## src/rtl/fifo_rd_stream.sv

```systemverilog
// Read-side drain engine for a synchronous FIFO: issues rinc under a credit limit, tracks the
// fixed SRAM read latency and presents returned words as a valid/ready stream. Optional: RD_STAT_EN.
module fifo_rd_stream #(
  parameter int WIDTH     = 8,
  parameter int READ_LAT  = 2,
  parameter int BUF_DEPTH = 4
) (
  input  logic             clk,
  input  logic             rst,
  input  logic             rd_en,
  output logic             fifo_rinc,
  input  logic [WIDTH-1:0] fifo_rdata,
  input  logic             fifo_rempty,
  output logic             out_valid,
  output logic [WIDTH-1:0] out_data,
  input  logic             out_ready,
`ifdef RD_STAT_EN
  output logic [15:0]      beat_cnt,
`endif
  output logic             busy
);

  localparam int PTR_W = (BUF_DEPTH > 1) ? $clog2(BUF_DEPTH) : 1;
  localparam int CNT_W = $clog2(BUF_DEPTH + 1);
  localparam int INF_W = $clog2(READ_LAT + 1);
  localparam int SUM_W = ((CNT_W > INF_W) ? CNT_W : INF_W) + 1;

  logic [READ_LAT-1:0] vpipe;
  logic [INF_W-1:0]    inflight;
  logic [CNT_W-1:0]    count;
  logic [PTR_W-1:0]    head;
  logic [PTR_W-1:0]    tail;
  logic [WIDTH-1:0]    mem [BUF_DEPTH];
  logic [SUM_W-1:0]    credit_used;
  logic                capture;
  logic                pop;

  function automatic logic [INF_W-1:0] popcount(input logic [READ_LAT-1:0] v);
    logic [INF_W-1:0] n;
    n = '0;
    for (int i = 0; i < READ_LAT; i++) begin
      n = n + INF_W'(v[i]);
    end
    return n;
  endfunction

  // Pointers wrap explicitly so BUF_DEPTH need not be a power of two.
  function automatic logic [PTR_W-1:0] ptr_next(input logic [PTR_W-1:0] p);
    if (p == PTR_W'(BUF_DEPTH - 1)) begin
      return '0;
    end
    return p + PTR_W'(1);
  endfunction

  // Credit counts buffered plus in-flight words so every issued read has a slot waiting.
  assign inflight    = popcount(vpipe);
  assign credit_used = SUM_W'(count) + SUM_W'(inflight);
  assign fifo_rinc   = ~rst & rd_en & ~fifo_rempty & (credit_used < SUM_W'(BUF_DEPTH));

  assign capture   = vpipe[READ_LAT-1];
  assign out_valid = (count != '0);
  assign pop       = out_valid & out_ready;
  assign out_data  = out_valid ? mem[head] : '0;
  assign busy      = out_valid | (inflight != '0);

  // Stage boundary: read-latency valid pipe, one bit per outstanding SRAM cycle.
  generate
    if (READ_LAT == 1) begin : g_lat1
      always_ff @(posedge clk) begin
        if (rst) begin
          vpipe <= '0;
        end else begin
          vpipe <= fifo_rinc;
        end
      end
    end else begin : g_latn
      always_ff @(posedge clk) begin
        if (rst) begin
          vpipe <= '0;
        end else begin
          vpipe <= {vpipe[READ_LAT-2:0], fifo_rinc};
        end
      end
    end
  endgenerate

  // Stage boundary: skid buffer control.
  always_ff @(posedge clk) begin
    if (rst) begin
      head  <= '0;
      tail  <= '0;
      count <= '0;
    end else begin
      if (capture) begin
        tail <= ptr_next(tail);
      end
      if (pop) begin
        head <= ptr_next(head);
      end
      case ({capture, pop})
        2'b10:   count <= count + CNT_W'(1);
        2'b01:   count <= count - CNT_W'(1);
        default: count <= count;
      endcase
    end
  end

  always_ff @(posedge clk) begin
    if (capture) begin
      mem[tail] <= fifo_rdata;
    end
  end

`ifdef RD_STAT_EN
  always_ff @(posedge clk) begin
    if (rst) begin
      beat_cnt <= '0;
    end else if (pop) begin
      beat_cnt <= beat_cnt + 16'd1;
    end
  end
`endif

endmodule

```

## config.mk

```make
export PLATFORM = sky130hd
export DESIGN_NAME = fifo_rd_stream
export DESIGN_NICKNAME = d
export VERILOG_FILES = /design/src/rtl/fifo_rd_stream.sv
export SDC_FILE = /design/constraint.sdc
export NUM_CORES = 1
export LEC_CHECK = 0
export BUFFER_PORTS_ARGS = -buffer_cell sky130_fd_sc_hd__buf_2
export CAP_MARGIN = 15
export CORE_MARGIN = 10
export CORE_UTILIZATION = 35
export CTS_BUF_LIST = sky130_fd_sc_hd__clkbuf_4 sky130_fd_sc_hd__clkbuf_8 sky130_fd_sc_hd__clkbuf_16
export CTS_CLUSTER_SIZE = 12
export DETAILED_ROUTE_END_ITERATION = 7
export HOLD_SLACK_MARGIN = 0.15
export PLACE_DENSITY = 0.6
export SLEW_MARGIN = 20
export SYNTH_ARGS = -nofsm -noshare
export SYNTH_HDL_FRONTEND = slang
export SYNTH_SLANG_ARGS = --single-unit
```

## constraint.sdc

```tcl
create_clock -name clk -period 2.1 [get_ports clk]
set_clock_uncertainty 0.05 [all_clocks]
set_input_delay 0.105 -clock clk [delete_from_list [all_inputs] [get_ports clk]]
set_output_delay 0.105 -clock clk [all_outputs]
set_load 0.03 [all_outputs]
```

==> key figures, run 1 <==
Status
  – Status: completed

Drt
  – Wire per inst: about 15 µm
  – Detailed-route via count: 987
  – DR DRC count: 0
  – Initial DRT Pass Iterations: 4
  – Vias per Instance: 4.45
  – Total wire length: 3230 µm
  – Final ANT Viol Nets: 0
  – Iter 0 DRT Violations: 74

Worst setup path
  – CP Data Arrival Time: about 2.1 ns
  – Capture point of the worst path: count[2]$_SDFFE_PP0P_
  – Required @ worst endpoint: 2.27 ns
  – CP Capture Type: flop
  – CP startpoint: out_ready
  – FF-to-FF setup slack: 0.17 ns
  – R2r startpoint: count[0]$_SDFFE_PP0P_
  – Crit path launch type: primary input
  – Worst Reg-to-Reg Cells: 8
  – Crit Reg-Reg Endpoint: count[2]$_SDFFE_PP0P_
  – Crit-path max FO: 4
  – Kind of critical path: in -> reg

Global route
  – First-pass GRT wire length: 5380 µm
  – Via count of the first global-routing pass: 1,090
  – Gr ovfl total: 0
  – Initial antenna violation count: 0
  – Largest net degree at the start of global routing: 14
  – Gr usage total: 8.14%

Floorplan
  – Area of the core: 0.00485 mm²
  – DIE WIDTH: 91.5 µm
  – Die height: 91.5 µm
  – Cell Rows: 25
  – Ports: 24
  – DIE AREA: 0.00836 mm²
  – Initial Utilization: 36.9%

Pwr
  – Pwr dens: approximately 840 mW/mm²
  – VDD IR max: 0.454 mV
  – P_leak: ~0.8 nW

Clock tree
  – CTS tree: built
  – CTS root buffer: clkbuf_8
  – CTS Buf Count: 5
  – Worst-path clk slew: 0.07 ns
  – # clock sinks: 43
  – H-tree depth: 2
  – Insertion delay to the later sink of the worst-skew pair: approximately 0.29 ns
  – Max Root-Sink Buffers: 2

Final layout
  – Final Net Count: 177
  – N_diodes: 0
  – Layout cells sized above 1: 29.7%
  – Multi-input logic area: 561 µm²
  – Seq. cell area: 0.00118 mm²
  – Layout area overhead: 23.2%
  – # fillers: between 400 and 500

STA
  – Pins Over Slew Limit: 0
  – Fin. Hold Viols: 0
  – Headroom to the max-slew limit: between 60 and 70%
  – Fmax: a little over 0.5 GHz
  – Crit share post-route: 93.0%
  – Min Hold Slack: between 0.4 and 0.5 ns
  – Setup total negative slack: 0 ns
  – Endpoints failing setup: 0
  – Slew at the pin closest to its max-slew limit: 0.464 ns
  – Shortest period the worst path allows: 1.95 ns
  – RSZ-0062 raised after global routing: false

Worst hold path
  – Worst Hold Depth: 2
  – Tightest Hold Check Type: reg -> reg

Yosys
  – #FFs+latches synth: 43
  – Post-synthesis cell count: 113
  – Syn Area/Cell: 15.8 µm²
  – Synthesized Nets: 136
  – Unique masters post-synth: 23
  – Sequential fraction of the synthesis area: around two thirds
  – Yosys warns: 0
  – Mapped cell area: 0.00179 mm²

Run
  – Max-Cap Viols: 0

Placement
  – Final HPWL DP: 2230 µm
  – GP Congestion: 0.808
  – Port bufs: 23
==> sequential cells by signal, summed over array words and instances (netlist names), named ones only <==
| signal | flops |
|---|---|
| tail | 2 |
| count | 3 |
| head | 2 |
| mem | 32 |
| vpipe | 2 |
==> power by group <==
group	internal (mW)	switching (mW)
Clock	0.245	0.270
Sequential	0.934	0.0246
Combinational	0.152	0.219
Total	1.33	0.513
==> cells in the mapped netlist, drive strengths merged <==
cell type / number / share of area, %
o31ai: 1 / 0.70
nor2: 9 / 1.9
nor2b: 8 / 2.8
mux2i: 2 / 1.1
dfxtp: 11 / 12
and2: 4 / 1.4
inv: 9 / 1.9
o21ai: 1 / 0.28
ha: 9 / 6.3
buf: 1 / 0.63
clkbuf: 2 / 0.49
nand3: 1 / 0.28
a31oi: 2 / 0.70
nand2: 2 / 0.42
nor3b: 1 / 0.42
xor2: 2 / 0.98
or3: 2 / 0.70
a21oi: 4 / 1.1
mux4: 8 / 10
edfxtp: 32 / 54
nor3: 1 / 0.56
fa: 1 / 1.1
==> logic make-up (layout without fill, tap and decap cells) <==
kind of cell / Yosys count / in the layout / synth area share (%)
and+or+nand+nor: 28 / 28 / 8.47
adders and majority gates: 10 / 10 / 7.42
AOI/OAI and AO/OA: 8 / 8 / 2.80
xor gates and xnor gates: 2 / 2 / 0.981
muxes: 10 / 10 / 11.2
DFF: 43 / 43 / 66.1
buffers and inverters: 12 / 54 / 3.01
==> worst min-delay path by stage <==
stage	startpoint	to	slack (ns)
floorplan	fifo_rdata[0]	mem[0][0]$_DFFE_PP_	0.15
global placement	fifo_rdata[0]	mem[3][0]$_DFFE_PP_	0.27
detailed placement	fifo_rdata[0]	mem[3][0]$_DFFE_PP_	0.27
CTS	vpipe[0]$_SDFF_PP0_	vpipe[1]$_SDFF_PP0_	0.43
global route	vpipe[0]$_SDFF_PP0_	vpipe[1]$_SDFF_PP0_	0.45
finish	vpipe[0]$_SDFF_PP0_	vpipe[1]$_SDFF_PP0_	0.43
==> cell type report <==
cell class	instances	area share (%)
clock buffer	6	3.47
timing repair buffer	37	11.4
multi-input combinational	58	25.5
clock inverter	2	0.568
sequential	43	53.8
tap	67	3.81
inverter	9	1.53
==> through the flow <==
stage	power (mW)	instances	area [µm²]	utilization, %	setup WS (ns)
finish	1.84	222	2200	45.4	0.147
global route	1.94	222	2200	45.4	0.00503
CTS	1.86	222	2190	45.2	0.0865
detailed placement	1.33	202	1980	40.9	0.101
global placement	1.32	202	1980	40.9	0.193
floorplan	1.22	113	1790	-	0.242
==> critical path: stages <==
cell,delay (ns)
dlygate4sd3_1,0.51
buf_2,0.13
o31ai_4,0.08
inv_1,0.07
ha_1,0.18
inv_1,0.06
fa_1,0.38
xor2_1,0.16
or3_1,0.30
a21oi_1,0.15
==> repair_timing <==
| item | in CTS | in global routing |
|---|---|---|
| endpoints found under the hold margin | 43 | 0 |
| setup buffers | 0 | 0 |
| hold buffers | 12 | 0 |
| setup endpoints to repair | 0 | 1 |
| resized for setup | 0 | 4 |
==> layer usage <==
| layer | wire (µm) | track usage (%) | share of wire (%) |
|---|---|---|---|
| met1 | 1420 | 9.09 | 44 |
| met2 | 1580 | 13.2 | 49 |
| met3 | 182 | 3.62 | 5.6 |
| met4 | 36 | 3.52 | 1.1 |
| met5 | 0 | 0 | 0 |
==> cells in the final DEF, fill, tap and decap left out, types with 2 or more instances in the layout <==
cell type / instances
a21oi_1: 4
a31oi_1: 2
and2_1: 4
buf_2: 23
buf_4: 2
clkbuf_8: 5
dfxtp_1: 8
dfxtp_2: 3
dlygate4sd3_1: 12
edfxtp_1: 32
ha_1: 9
inv_1: 9
mux2i_1: 2
mux4_2: 8
nand2_1: 2
nor2_1: 9
nor2b_1: 8
or3_1: 2
xor2_1: 2
No activity file was read; power rests on OpenSTA's default activity.
==> run 2, diff against run 1 <==
--- a/config.mk
+++ b/config.mk
@@ -6,4 +6,5 @@
 export NUM_CORES = 1
 export LEC_CHECK = 0
+export ABC_AREA = 0
 export BUFFER_PORTS_ARGS = -buffer_cell sky130_fd_sc_hd__buf_2
 export CAP_MARGIN = 15
@@ -15,4 +16,5 @@
 export HOLD_SLACK_MARGIN = 0.15
 export PLACE_DENSITY = 0.6
+export RECOVER_POWER = 50
 export SLEW_MARGIN = 20
 export SYNTH_ARGS = -nofsm -noshare
==> constraint.sdc (replaced) <==
create_clock -name clk -period 2.1 [get_ports clk]
set_clock_uncertainty 0.05 [all_clocks]
set_input_delay 0.42 -clock clk [delete_from_list [all_inputs] [get_ports clk]]
set_output_delay 0.42 -clock clk [all_outputs]
set_load 0.03 [all_outputs]
==> key figures, run 2 (synthesis results as in run 1) <==
Worst setup path
  – CP top delay family: multiplexers
  – Worst path cell trace: buf_12 > mux4_2 > nor2b_1 > buf_2
  – WP buf/inv: 2
  – CP Capture Type: primary output
  – FF-to-FF setup slack: 0.16 ns
  – Required @ worst endpoint: 1.63 ns
  – Crit-path max FO: 8
  – CP Data Arrival Time: 1.58 ns
  – R2r startpoint: count[0]$_SDFFE_PP0P_
  – Crit Reg-Reg Endpoint: count[2]$_SDFFE_PP0P_
  – Critical path's slowest cell: mux4_2
  – Worst Reg-to-Reg Cells: 8
  – Max stage delay on crit path: between 0.4 and 0.5 ns
  – Kind of critical path: reg -> out
  – Crit path launch type: flop

Pwr
  – P_leak: 0.773 nW
  – Pwr dens: 921 mW/mm²
  – Final Power: 1.97 mW
  – VDD IR max: 0.432 mV

Floorplan
  – Initial Utilization: 36.9%
  – Area of the core: 0.00485 mm²
  – DIE AREA: ~0.0084 mm²
  – Ports: 24
  – Cell Rows: 25
  – DIE WIDTH: 91.5 µm
  – Die height: 91.5 µm

Worst hold path
  – Worst Hold Depth: 1
  – HP Start: fifo_rdata[6]
  – Tightest Hold Check Type: in -> reg
  – Hold EP: mem[0][6]$_DFFE_PP_

Final layout
  – Commonest non-fill, non-tap cells in the layout: 32 x edfxtp_1, 9 x inv_1, 9 x nor2_1, 9 x buf_2
  – Most common cell after layout, fill and taps aside: edfxtp_1
  – # fillers: 442
  – Layout cells sized above 1: 30.6%
  – Layout area overhead: 20.0%
  – Regs by FF count: mem (32), count (3)
  – N_diodes: 0
  – Reg with most FFs: mem
  – Max reg flops: 32
  – Final Net Count: 166

Drt
  – Final ANT Viol Nets: 0
  – Vias per Instance: 4.64
  – Iter 0 DRT Violations: 56
  – Total wire length: 3180 µm
  – DR DRC count: 0
  – Wire per inst: 15.1 µm
  – Initial DRT Pass Iterations: 4
  – Detailed-route via count: 979

STA
  – Fin. Hold Viols: 0
  – RSZ-0062 raised after global routing: true
  – Slew at the pin closest to its max-slew limit: 0.473 ns
  – Headroom to the max-slew limit: about two thirds
  – Shortest period the worst path allows: slightly above 2 ns
  – Fmax: 0.487 GHz
  – Endpoints failing setup: 0
  – Worst Slack Setup Final: 0.0480 ns
  – Crit share post-route: 97.7%
  – Pins Over Slew Limit: 0

Placement
  – Final HPWL DP: between 2000 and 2500 µm
  – Port bufs: 23
  – Pre-CTS WS: 0.0861 ns
  – GP Congestion: 0.761

Global route
  – Initial antenna violation count: 0
  – Via count of the first global-routing pass: between 1,000 and 1,500
  – Gr usage total: 7.97%
  – First-pass GRT wire length: between 5000 and 6000 µm
  – Largest net degree at the start of global routing: 15
  – Gr ovfl total: 0

Clock tree
  – H-tree depth: 2
  – Worst-path clk slew: 0.09 ns
  – CTS root buffer: clkbuf_8
  – Max Root-Sink Buffers: 2
  – # clock sinks: 43
  – CTS Buf Count: 5
  – CTS tree: built
  – Insertion delay to the later sink of the worst-skew pair: 0.29 ns

Status
  – Status: completed

Run
  – Max-Cap Viols: 0
run 2: cell types whose count changed in the layout (fill, tap and decap cells not counted), sizes merged:
cell,delta
dlygate4sd3,-12
clkinv,+1
clkinvlp,-1
clkbuf,+7
buf,-7
bufinv,+1
run 2: repair_timing:
| item | in CTS | in global routing |
|---|---|---|
| resized for setup | 5 | 18 |
| pin swaps | 0 | 2 |
| buffers inserted | 0 | 1 |
| hold buffers | 0 | 0 |
| endpoints found under the setup margin | 9 | 10 |
run 2: worst max-delay path by stage:
stage / from / end / depth (start not counted) / slack (ns)
3_3_place_gp: out_ready / count[2]$_SDFFE_PP0P_ / 9 / 0.17
3_5_place_dp: out_ready / count[2]$_SDFFE_PP0P_ / 9 / 0.09
4_1_cts: flop / out_data[0] / 4 / 0.006
2_1_floorplan: count[0]$_SDFFE_PP0P_ / count[2]$_SDFFE_PP0P_ / 8 / 0.24
6_report: flop / out_data[7] / 4 / 0.05
5_1_grt: flop / out_data[2] / 4 / -0.008
run 2: power by group:
part | internal, mW | switching, mW
clock | 0.354 | 0.281
sequential | 0.934 | 0.0232
combinational | 0.159 | 0.223
total | 1.45 | 0.527
run 2: cell type report:
class | count | area [µm²] | share of cell area (%)
clock inverters | 3 | 43.8 | 2.04
multi-input cells | 58 | 564 | 26.3
well taps | 67 | 83.8 | 3.91
repair buffers | 26 | 159 | 7.41
inverters | 9 | 33.8 | 1.58
flip-flops and latches | 43 | 1190 | 55.5
clock buffers | 5 | 68.8 | 3.21
run 2: per-layer routing:
layer	up-vias	GRT usage, %	part of all wire [%]
met5	-	0	0
met4	0	3.79	1.4
met2	23	12.9	48
met1	482	9.09	45
met3	5	2.96	5.7
li1	469	-	-
run 2: worst register-to-register path, delay by kind of cell (launching register included):
family          cells  cell delay [ns]
xor+xnor            1             0.16
fa+ha+maj           2             0.56
buf+inv             2             0.14
flops               1             0.40
compound gates      2             0.25
simple gates        1             0.30
run 2: through the flow:
| step | setup TNS (ns) | instance area (µm²) | utilization, % | instances | hold slack, ns |
|---|---|---|---|---|---|
| after floorplan | 0 | 1790 | - | 113 | 0.384 |
| after global placement | 0 | 1980 | 40.9 | 202 | 0.395 |
| after detailed placement | 0 | 1980 | 40.9 | 202 | 0.405 |
| after CTS | 0 | 2110 | 43.4 | 210 | 0.285 |
| after global routing | -0.0147 | 2140 | 44.2 | 211 | 0.346 |
| final | 0 | 2140 | 44.2 | 211 | 0.342 |
